[src/rtl/stream_pixel_packer_if.sv]
// Pixel-in / packed-word-out bundle for stream_pixel_packer.
// The master modport is the packer's view and the slave modport is the surrounding pipeline's view.
interface stream_pixel_packer_if #(
    parameter int COLOR_WIDTH = 8
);
    logic [COLOR_WIDTH-1:0] r;
    logic [COLOR_WIDTH-1:0] g;
    logic [COLOR_WIDTH-1:0] b;
    logic                   valid;
    logic                   sof;
    logic                   eol;
    logic                   in_stream_ready;
    logic [31:0]            out_stream_tdata;
    logic [3:0]             out_stream_tkeep;
    logic                   out_stream_tlast;
    logic                   out_stream_tuser;
    logic                   out_stream_tvalid;
    logic                   out_stream_tready;
    logic                   line_err;

    modport master (
        input  r, g, b, valid, sof, eol, out_stream_tready,
        output in_stream_ready, out_stream_tdata, out_stream_tkeep,
               out_stream_tlast, out_stream_tuser, out_stream_tvalid, line_err
    );

    modport slave (
        output r, g, b, valid, sof, eol, out_stream_tready,
        input  in_stream_ready, out_stream_tdata, out_stream_tkeep,
               out_stream_tlast, out_stream_tuser, out_stream_tvalid, line_err
    );
endinterface

[src/rtl/stream_pixel_packer.sv]
// Packs 24-bit {r,g,b} pixels into a dense 32-bit stream (4 pixels -> 3 words).
// The output goes through a 3-entry first-word-fall-through FIFO.
module stream_pixel_packer #(
    parameter int COLOR_WIDTH = 8
) (
    input  logic                  aclk,
    input  logic                  aresetn,
    stream_pixel_packer_if.master bus
);
    localparam int PIXEL_W = 3 * COLOR_WIDTH;

    typedef enum logic [1:0] {PH0, PH1, PH2, PH3} phase_t;

    typedef struct packed {
        logic [31:0] data;
        logic        last;
        logic        user;
    } word_t;

    phase_t             phase_reg, phase_next, eff_phase;
    logic [23:0]        resid_reg, resid_next;
    logic               pend_reg, pend_next;
    logic               line_err_reg, line_err_next;
    logic [PIXEL_W-1:0] pixel;
    word_t              word_a, word_b, head;
    logic               push_a, push_b, pop, accept, ready_int;
    logic [1:0]         wr_ptr_reg, rd_ptr_reg, count_reg, wr_ptr_b;
    word_t              entry_q [3];

    function automatic logic [1:0] next_ptr(input logic [1:0] p);
        return (p == 2'd2) ? 2'd0 : p + 2'd1;
    endfunction

    assign pixel     = {bus.r, bus.g, bus.b};
    // Two free slots guarantee that one accepted pixel can always push two words.
    assign ready_int = aresetn && (count_reg <= 2'd1);
    assign accept    = bus.valid && ready_int;

    always_comb begin
        phase_next    = phase_reg;
        resid_next    = resid_reg;
        pend_next     = pend_reg;
        line_err_next = 1'b0;
        push_a        = 1'b0;
        push_b        = 1'b0;
        word_a        = '0;
        word_b        = '0;
        // A start-of-frame pixel always restarts the group, dropping any residual.
        eff_phase     = bus.sof ? PH0 : phase_reg;
        if (accept) begin
            line_err_next = (bus.sof && (phase_reg != PH0)) || (bus.eol && (eff_phase != PH3));
            case (eff_phase)
                PH0: begin
                    resid_next = pixel[23:0];
                    pend_next  = bus.sof;
                    phase_next = PH1;
                    if (bus.eol) begin
                        push_a      = 1'b1;
                        word_a.data = {8'h00, pixel[23:0]};
                        word_a.last = 1'b1;
                        word_a.user = bus.sof;
                    end
                end
                PH1: begin
                    push_a      = 1'b1;
                    word_a.data = {pixel[7:0], resid_reg};
                    word_a.user = pend_reg;
                    pend_next   = 1'b0;
                    resid_next  = {8'h00, pixel[23:8]};
                    phase_next  = PH2;
                    if (bus.eol) begin
                        push_b      = 1'b1;
                        word_b.data = {16'h0000, pixel[23:8]};
                        word_b.last = 1'b1;
                    end
                end
                PH2: begin
                    push_a      = 1'b1;
                    word_a.data = {pixel[15:0], resid_reg[15:0]};
                    resid_next  = {16'h0000, pixel[23:16]};
                    phase_next  = PH3;
                    if (bus.eol) begin
                        push_b      = 1'b1;
                        word_b.data = {24'h000000, pixel[23:16]};
                        word_b.last = 1'b1;
                    end
                end
                default: begin
                    push_a      = 1'b1;
                    word_a.data = {pixel[23:0], resid_reg[7:0]};
                    word_a.last = bus.eol;
                    resid_next  = '0;
                    phase_next  = PH0;
                end
            endcase
            if (bus.eol) begin
                phase_next = PH0;
                resid_next = '0;
                pend_next  = 1'b0;
            end
        end
    end

    always_ff @(posedge aclk or negedge aresetn) begin
        if (!aresetn) begin
            phase_reg    <= PH0;
            resid_reg    <= '0;
            pend_reg     <= 1'b0;
            line_err_reg <= 1'b0;
        end else begin
            phase_reg    <= phase_next;
            resid_reg    <= resid_next;
            pend_reg     <= pend_next;
            line_err_reg <= line_err_next;
        end
    end

    assign pop      = (count_reg != 2'd0) && bus.out_stream_tready;
    assign wr_ptr_b = next_ptr(wr_ptr_reg);

    always_ff @(posedge aclk or negedge aresetn) begin
        if (!aresetn) begin
            wr_ptr_reg <= '0;
            rd_ptr_reg <= '0;
            count_reg  <= '0;
        end else begin
            if (push_b) begin
                wr_ptr_reg <= next_ptr(wr_ptr_b);
            end else if (push_a) begin
                wr_ptr_reg <= wr_ptr_b;
            end
            if (pop) begin
                rd_ptr_reg <= next_ptr(rd_ptr_reg);
            end
            count_reg <= count_reg + {1'b0, push_a} + {1'b0, push_b} - {1'b0, pop};
        end
    end

    for (genvar gi = 0; gi < 3; gi++) begin : g_entry
        word_t entry_reg;
        always_ff @(posedge aclk or negedge aresetn) begin
            if (!aresetn) begin
                entry_reg <= '0;
            end else if (push_a && (wr_ptr_reg == 2'(gi))) begin
                entry_reg <= word_a;
            end else if (push_b && (wr_ptr_b == 2'(gi))) begin
                entry_reg <= word_b;
            end
        end
        assign entry_q[gi] = entry_reg;
    end

    assign head                  = entry_q[rd_ptr_reg];
    assign bus.in_stream_ready   = ready_int;
    assign bus.out_stream_tdata  = head.data;
    assign bus.out_stream_tlast  = head.last;
    assign bus.out_stream_tuser  = head.user;
    assign bus.out_stream_tvalid = (count_reg != 2'd0);
    assign bus.out_stream_tkeep  = 4'hF;
    assign bus.line_err          = line_err_reg;
endmodule

[src/flat_wrapper.sv]
// flat-port wrapper written by rule: the top's interface ports become plain ports
module stream_pixel_packer_flat 
#(
    parameter int COLOR_WIDTH = 8
)
  (aclk, aresetn, bus_r, bus_g, bus_b, bus_valid, bus_sof, bus_eol, bus_out_stream_tready, bus_in_stream_ready, bus_out_stream_tdata, bus_out_stream_tkeep, bus_out_stream_tlast, bus_out_stream_tuser, bus_out_stream_tvalid, bus_line_err);
  stream_pixel_packer_if #(.COLOR_WIDTH(COLOR_WIDTH)) bus_i ();
  input  logic aclk;
  input  logic aresetn;
  input wire logic [$bits(bus_i.r)-1:0] bus_r;
  input wire logic [$bits(bus_i.g)-1:0] bus_g;
  input wire logic [$bits(bus_i.b)-1:0] bus_b;
  input wire logic [$bits(bus_i.valid)-1:0] bus_valid;
  input wire logic [$bits(bus_i.sof)-1:0] bus_sof;
  input wire logic [$bits(bus_i.eol)-1:0] bus_eol;
  input wire logic [$bits(bus_i.out_stream_tready)-1:0] bus_out_stream_tready;
  output wire logic [$bits(bus_i.in_stream_ready)-1:0] bus_in_stream_ready;
  output wire logic [$bits(bus_i.out_stream_tdata)-1:0] bus_out_stream_tdata;
  output wire logic [$bits(bus_i.out_stream_tkeep)-1:0] bus_out_stream_tkeep;
  output wire logic [$bits(bus_i.out_stream_tlast)-1:0] bus_out_stream_tlast;
  output wire logic [$bits(bus_i.out_stream_tuser)-1:0] bus_out_stream_tuser;
  output wire logic [$bits(bus_i.out_stream_tvalid)-1:0] bus_out_stream_tvalid;
  output wire logic [$bits(bus_i.line_err)-1:0] bus_line_err;
  assign bus_i.r = bus_r;
  assign bus_i.g = bus_g;
  assign bus_i.b = bus_b;
  assign bus_i.valid = bus_valid;
  assign bus_i.sof = bus_sof;
  assign bus_i.eol = bus_eol;
  assign bus_i.out_stream_tready = bus_out_stream_tready;
  assign bus_in_stream_ready = bus_i.in_stream_ready;
  assign bus_out_stream_tdata = bus_i.out_stream_tdata;
  assign bus_out_stream_tkeep = bus_i.out_stream_tkeep;
  assign bus_out_stream_tlast = bus_i.out_stream_tlast;
  assign bus_out_stream_tuser = bus_i.out_stream_tuser;
  assign bus_out_stream_tvalid = bus_i.out_stream_tvalid;
  assign bus_line_err = bus_i.line_err;
  stream_pixel_packer #(.COLOR_WIDTH(COLOR_WIDTH)) u_core (.aclk(aclk), .aresetn(aresetn), .bus(bus_i));
endmodule
[config.mk]
export PLATFORM = sky130hd
export DESIGN_NAME = stream_pixel_packer_flat
export DESIGN_NICKNAME = d
export VERILOG_FILES = /design/src/rtl/stream_pixel_packer_if.sv /design/src/rtl/stream_pixel_packer.sv /design/src/flat_wrapper.sv
export SDC_FILE = /design/constraint.sdc
export NUM_CORES = 1
export LEC_CHECK = 0
export BUFFER_PORTS_ARGS = -buffer_cell sky130_fd_sc_hd__buf_2
export CAP_MARGIN = 20
export CORE_ASPECT_RATIO = 0.6
export CORE_UTILIZATION = 40
export DETAILED_ROUTE_END_ITERATION = 7
export PLACE_DENSITY = 0.65
export SKIP_CTS_REPAIR_TIMING = 1
export SLEW_MARGIN = 20
export SYNTH_ARGS = -nofsm -noshare
export SYNTH_HDL_FRONTEND = slang
export SYNTH_SLANG_ARGS = --single-unit
[constraint.sdc]
create_clock -name aclk -period 2.9 [get_ports aclk]
set_clock_uncertainty 0.2 [all_clocks]
set_input_delay 0.58 -clock aclk [delete_from_list [all_inputs] [get_ports aclk]]
set_output_delay 0.58 -clock aclk [all_outputs]
set_load 0.005 [all_outputs]
# Word-level counts from Yosys, hierarchy flattened

Cells that the tools add are included.

Bits in registers: 136
Input port bits: 30
Output and inout bits: 41
Logic and storage cells: 93

$add $sub $neg: 6
$lt $le $gt $ge: 2
Equality and inequality tests: 8
Muxes and demuxes: 36
Bitwise operators: 1
Reduce and logical (&&, ||, !) cells: 24

Operators by type and width:

| kind                  | number |
|---|---|
| $mux W34              | 9 |
| $pmux W32 S3          | 1 |
| $pmux W24 S3          | 1 |
| $bmux W34 S2          | 1 |
| $pmux W33 S2          | 1 |
| $mux W33              | 1 |
| $mux W26              | 1 |
| $mux W24              | 1 |
| $mux W17              | 1 |
| $mux W2               | 7 |
| $reduce_bool A2 Y1    | 6 |
| $logic_and A1 B1 Y1   | 11 |
| $mux W9               | 1 |
| $eq A2 B2 Y1 const B  | 4 |
| $mux W1               | 7 |
| $add A2 B1 Y2 const B | 3 |
| $eq A2 B1 Y1 const B  | 3 |
| $logic_not A2 Y1      | 3 |
| $pmux W1 S2           | 3 |
| $pmux W2 S3           | 1 |
| $add A2 B1 Y2         | 2 |
| $ge A3 B3 Y1 const B  | 1 |
| $not A2 Y3            | 1 |
| $reduce_bool A3 Y1    | 1 |
| other kinds (6)       | 6 |

# Depth between registers and ports, before layout

Depth after elaboration: 8
Depth in mapped cells: 9
Depth with buffers taken out: 7

# Least setup slack after synthesis

OpenSTA, ideal clock, no wires.

Path kind: input -> register
Start: input bus_sof
End: register u_core.g_entry[1].entry_reg, in the netlist u_core.entry_q[38]
Setup time: 0.126 ns
Arrival time: 2.149 ns
Data required time: 2.574 ns
Path slack: 0.425 ns
Stages on the path: 8
Path buffers: 2
Path through: nand2b_1 inv_1 ha_1 clkbuf_1 or3_1 buf_2 a22o_1 a221o_1

Longest elaborated chain between the ends: 7
Elaborated cells between the ends (all ways): 18
Classes of those cells: eq/ne (2); mux (11); reduce/logical (5)

Ends and longest elaborated chain:

| item                                                | RTL line                   | source |
|---|---|---|
| start, declared                                     | flat_wrapper.sv:14         | `input wire logic [$bits(bus_i.sof)-1:0] bus_sof;` |
| $mux W2 *                                           | stream_pixel_packer.sv:49  | `eff_phase = bus.sof ? PH0 : phase_reg;` |
| $eq A2 B1 Y1 / $eq A2 B2 Y1 (equally long branches) | stream_pixel_packer.sv:52  | `case (eff_phase)` |
| $reduce_or A2 Y1 (no source line)                   | --                         |  |
| $mux W1                                             | --                         |  |
| $mux W1                                             | stream_pixel_packer.sv:50  | `if (accept) begin` |
| $logic_and A1 B1 Y1                                 | stream_pixel_packer.sv:146 | `end else if (push_b && (wr_ptr_b == 2'(gi))) begin` |
| $reduce_bool A2 Y1 (no source line)                 | --                         |  |
| end signal, assigned                                | stream_pixel_packer.sv:145 | `entry_reg <= word_a;` |
| end signal, assigned                                | stream_pixel_packer.sv:147 | `entry_reg <= word_b;` |
| end, declared                                       | stream_pixel_packer.sv:140 | `word_t entry_reg;` |

Mark *: on every way between the ends. The rest lies on a longest branch, timed or not. The select of a mux whose other input is x is not followed.
A chain may end at the register's enable or synchronous reset.

# Final worst setup path

Start: register u_core.phase_reg[1]
End: register u_core.g_entry[2].entry_reg, in the netlist u_core.entry_q[18]

Longest elaborated chain between the ends: 7
Elaborated cells between the ends (all ways): 15
Classes of those cells: eq/ne (2); mux (8); reduce/logical (5)

Ends and longest elaborated chain:

| item                                                | RTL line                   | source |
|---|---|---|
| start, declared                                     | stream_pixel_packer.sv:20  | `phase_t phase_reg, phase_next, eff_phase;` |
| start signal, assigned                              | stream_pixel_packer.sv:111 | `phase_reg <= phase_next;` |
| $mux W2 *                                           | stream_pixel_packer.sv:49  |  |
| $eq A2 B1 Y1 / $eq A2 B2 Y1 (equally long branches) | stream_pixel_packer.sv:52  |  |
| $reduce_or A2 Y1 (no source line)                   | --                         |  |
| $mux W1                                             | --                         |  |
| $mux W1                                             | stream_pixel_packer.sv:50  |  |
| $logic_and A1 B1 Y1                                 | stream_pixel_packer.sv:146 |  |
| $reduce_bool A2 Y1 (no source line)                 | --                         |  |
| end signal, assigned                                | stream_pixel_packer.sv:145 |  |
| end signal, assigned                                | stream_pixel_packer.sv:147 |  |
| end, declared                                       | stream_pixel_packer.sv:140 |  |

Mark *: on every way between the ends. The rest lies on a longest branch, timed or not.

==> impl_metrics.json <==
{
  "status": "complete, no violations",
  "grt_start_max_net_pins": 112,
  "place.gp.congestion": 0.936,
  "dp_slack_ns": -0.0677,
  "yosys_warnings": 0,
  "drv_cap": 0,
  "largest_register_ffs": 102,
  "areaGrowthSynthToFinish_pct": 18.1,
  "max_freq_mhz": 369,
  "reg2reg_slack_ns": 0.19,
  "nNetsFinal": 815,
  "synth_cells": 721,
  "cp_num_buf_inv": 2,
  "die_h_um": 106,
  "rsz0062_at_grt": "no",
  "tritoncts": "done",
  "ys.flop_type": "dfrtp_1",
  "yosys-mux-area-fraction_pct": 6.52,
  "cpLargestDelayFamily": "compound AO/OA/AOI/OAI gates",
  "critical_path_required_ns": 3.05,
  "async_reset_ff_share_pct": 100,
  "initial_core_util_pct": 41.5,
  "drcViolationCount": 0,
  "tightest_slew_ns": 0.974,
  "endpoint_kind": "register",
  "synth_top_area_share_pct": 47.1,
  "finalWorstSetupSlack_ns": 0.189,
  "drt_iter0_markers": 849,
  "synth_edf_count": 0,
  "synth_top_family_by_area": "compound AO/OA/AOI/OAI gates",
  "overflow": 0,
  "cp_common_cell": "buf_4",
  "cts_made_buffers": 17,
  "worst_path_largest_cell_delay_ns": 0.71,
  "synthAdderAreaFrac_pct": 1.14,
  "syn_area_mm2": 0.00723,
  "diodes": 0,
  "synth-seq-area-share_pct": 47.1,
  "first_global_vias": 6449,
  "clk_pin_slew_ns": 0.06,
  "htreeDepth": 4,
  "total_power_mw": 7.52,
  "num-fill-cells": 1640,
  "dieArea_mm2": 0.0186,
  "place.port_buffers": 66,
  "detail_route.wl_per_cell_um": 24.1,
  "start_kind": "register",
  "dpl.hpwl_um": 17000,
  "final_core_util_pct": 49.1,
  "hp-class": "in -> async",
  "ys_ff_latch": 136,
  "path_cells": "nand2b_1 -> ha_1 -> and2_1 -> buf_4 -> nand2_1 -> a221oi_1 -> buf_4 -> a22o_1",
  "synth_area_leaders": "dfrtp_1 47%, a22o_1 7.8%, mux2i_1 6.4%, nand2_1 5.5%, o21ai_0 3.5%",
  "wirelength_um": 24700,
  "worstPathMaxFanout": 6,
  "die_w_um": 176,
  "cts.sinks": 136,
  "avgSynthCellArea_um2": 10.0,
  "core_area_mm2": 0.0174,
  "num_io_pins": 71,
  "hold-worst-slack_ns": 0.00751,
  "slew_viol_final": 0,
  "finalSetupViolations": 0,
  "placed_area_mm2": 0.00793,
  "dr.pass1.iters": 5,
  "synth_xor_area_share_pct": 0.363,
  "ir_worst_vdd_uv": 440,
  "fin_crit_ns": 2.71,
  "arrival_ns": 2.86,
  "grt_first_pass_wirelength_um": 38500,
  "yosys.area_share.simple_pct": 12.9,
  "hold_violations": 0,
  "vias_per_cell": 6.29,
  "p_leak_nw": 3.87,
  "cts-root-buf": "clkbuf_16",
  "clock_latency_ns": 0.43,
  "cts_buffer_depth": 2,
  "finalCritPeriodShare_pct": 93.5,
  "slew-limit-headroom_pct": 34.7,
  "regArea_mm2": 0.00340,
  "drive_gt1_share_pct": 19.7,
  "num_vias": 6452,
  "netlist-cell-type-count": 46,
  "synth_compound_area_share_pct": 25.7,
  "power_density_mw_per_mm2": 880,
  "synth_top_area_cell": "dfrtp_1",
  "grt_use_total_pct": 27.8,
  "crit_slowest_cell": "a221oi_1",
  "final_area_mm2": 0.00854,
  "antenna_found_initial": 0,
  "row_count": 37,
  "path_class": "reg -> reg",
  "multi_input_area_mm2": 0.00339,
  "drtAntennaViolNets": 0
}
-- worst paths after layout --
| kind | from | depth (start not counted) | end |
|---|---|---|---|
| min | aresetn | 2 | u_core.wr_ptr_reg[1] |
| min in group aclk | u_core.entry_q[49] | 2 | u_core.entry_q[49] |
| max | u_core.phase_reg[1] | 8 | u_core.entry_q[18] |
| max in group asynchronous | aresetn | 2 | u_core.rd_ptr_reg[1] |
| max reg2reg | u_core.phase_reg[1] | 8 | u_core.entry_q[18] |
| min reg2reg | u_core.entry_q[49] | 2 | u_core.entry_q[49] |
-- synthesized netlist by cell type (2+ instances only) --
cell	instances
ha_1	5
nor3b_2	2
nor2_1	19
o21a_1	3
buf_4	7
nand2b_1	12
nor3_1	10
o21ai_1	5
nand2_1	105
clkbuf_1	31
nand3_1	18
o221ai_1	26
nor3_2	2
or2_2	3
inv_1	21
a221o_1	24
dfrtp_1	136
a221oi_1	23
nor2b_1	14
buf_2	26
a32o_1	9
a22o_1	64
o31ai_1	2
buf_6	4
xnor2_1	3
mux2i_1	46
and3b_1	2
or3_1	4
buf_1	7
o21ai_0	51
a22oi_1	19
a21oi_1	4
-- layer usage --
layer	routed length, um	track usage (%)	vias up	part of all wire [%]
met1	11500	42.1	3290	47
met5	0	1.67	-	0
met2	10100	37.0	339	41
met3	2820	8.58	31	11
met4	287	7.95	0	1.2
li1	-	-	2792	-
-- cell families (layout without fill, tap and decap cells) --
logic type / Yosys count / in the layout
simple gates: 197 / 197
xor+xnor: 3 / 3
buf+inv: 96 / 164
other cells: 1 / 4
mux: 47 / 47
compound gates: 235 / 235
fa+ha+maj: 6 / 6
flops: 136 / 136
-- report_power, final --
| part | internal, mW | total [mW] | leakage [nW] | switching [mW] |
|---|---|---|---|---|
| registers | 2.41 | 2.80 | 1.84 | 0.387 |
| clock network | 1.39 | 2.25 | 0.292 | 0.866 |
| logic | 1.01 | 2.47 | 1.74 | 1.46 |
-- cell usage in the layout (no fill, tap or decap), drive strengths merged, types with 4 or more instances in the layout --
cell,Yosys,final
a21oi,4,4
a221o,24,24
a221oi,24,24
a22o,64,64
a22oi,19,19
a32o,9,9
buf,44,111
clkbuf,31,23
conb,1,4
dfrtp,136,136
ha,5,5
inv,21,23
mux2i,46,46
nand2,105,105
nand2b,12,12
nand3,18,18
nor2,19,19
nor2b,14,14
nor3,12,12
o21ai,56,56
o221ai,26,26
or2,4,4
or3,4,4
-- layout make-up --
type	instances	area share, %
inverters	21	0.923
well taps	234	3.43
multi-input cells	492	39.7
flip-flops and latches	136	39.9
clock buffers	23	5.83
repair buffers	111	8.92
clock inverters	9	1.33
-- metrics by stage --
stage | setup TNS [ns] | instances
floorplan | 0 | 724
global placement | 0 | 994
detailed placement | -0.198 | 994
CTS | 0 | 1026
global route | 0 | 1026
finish | 0 | 1026
Power figures use the tool's default switching activity.
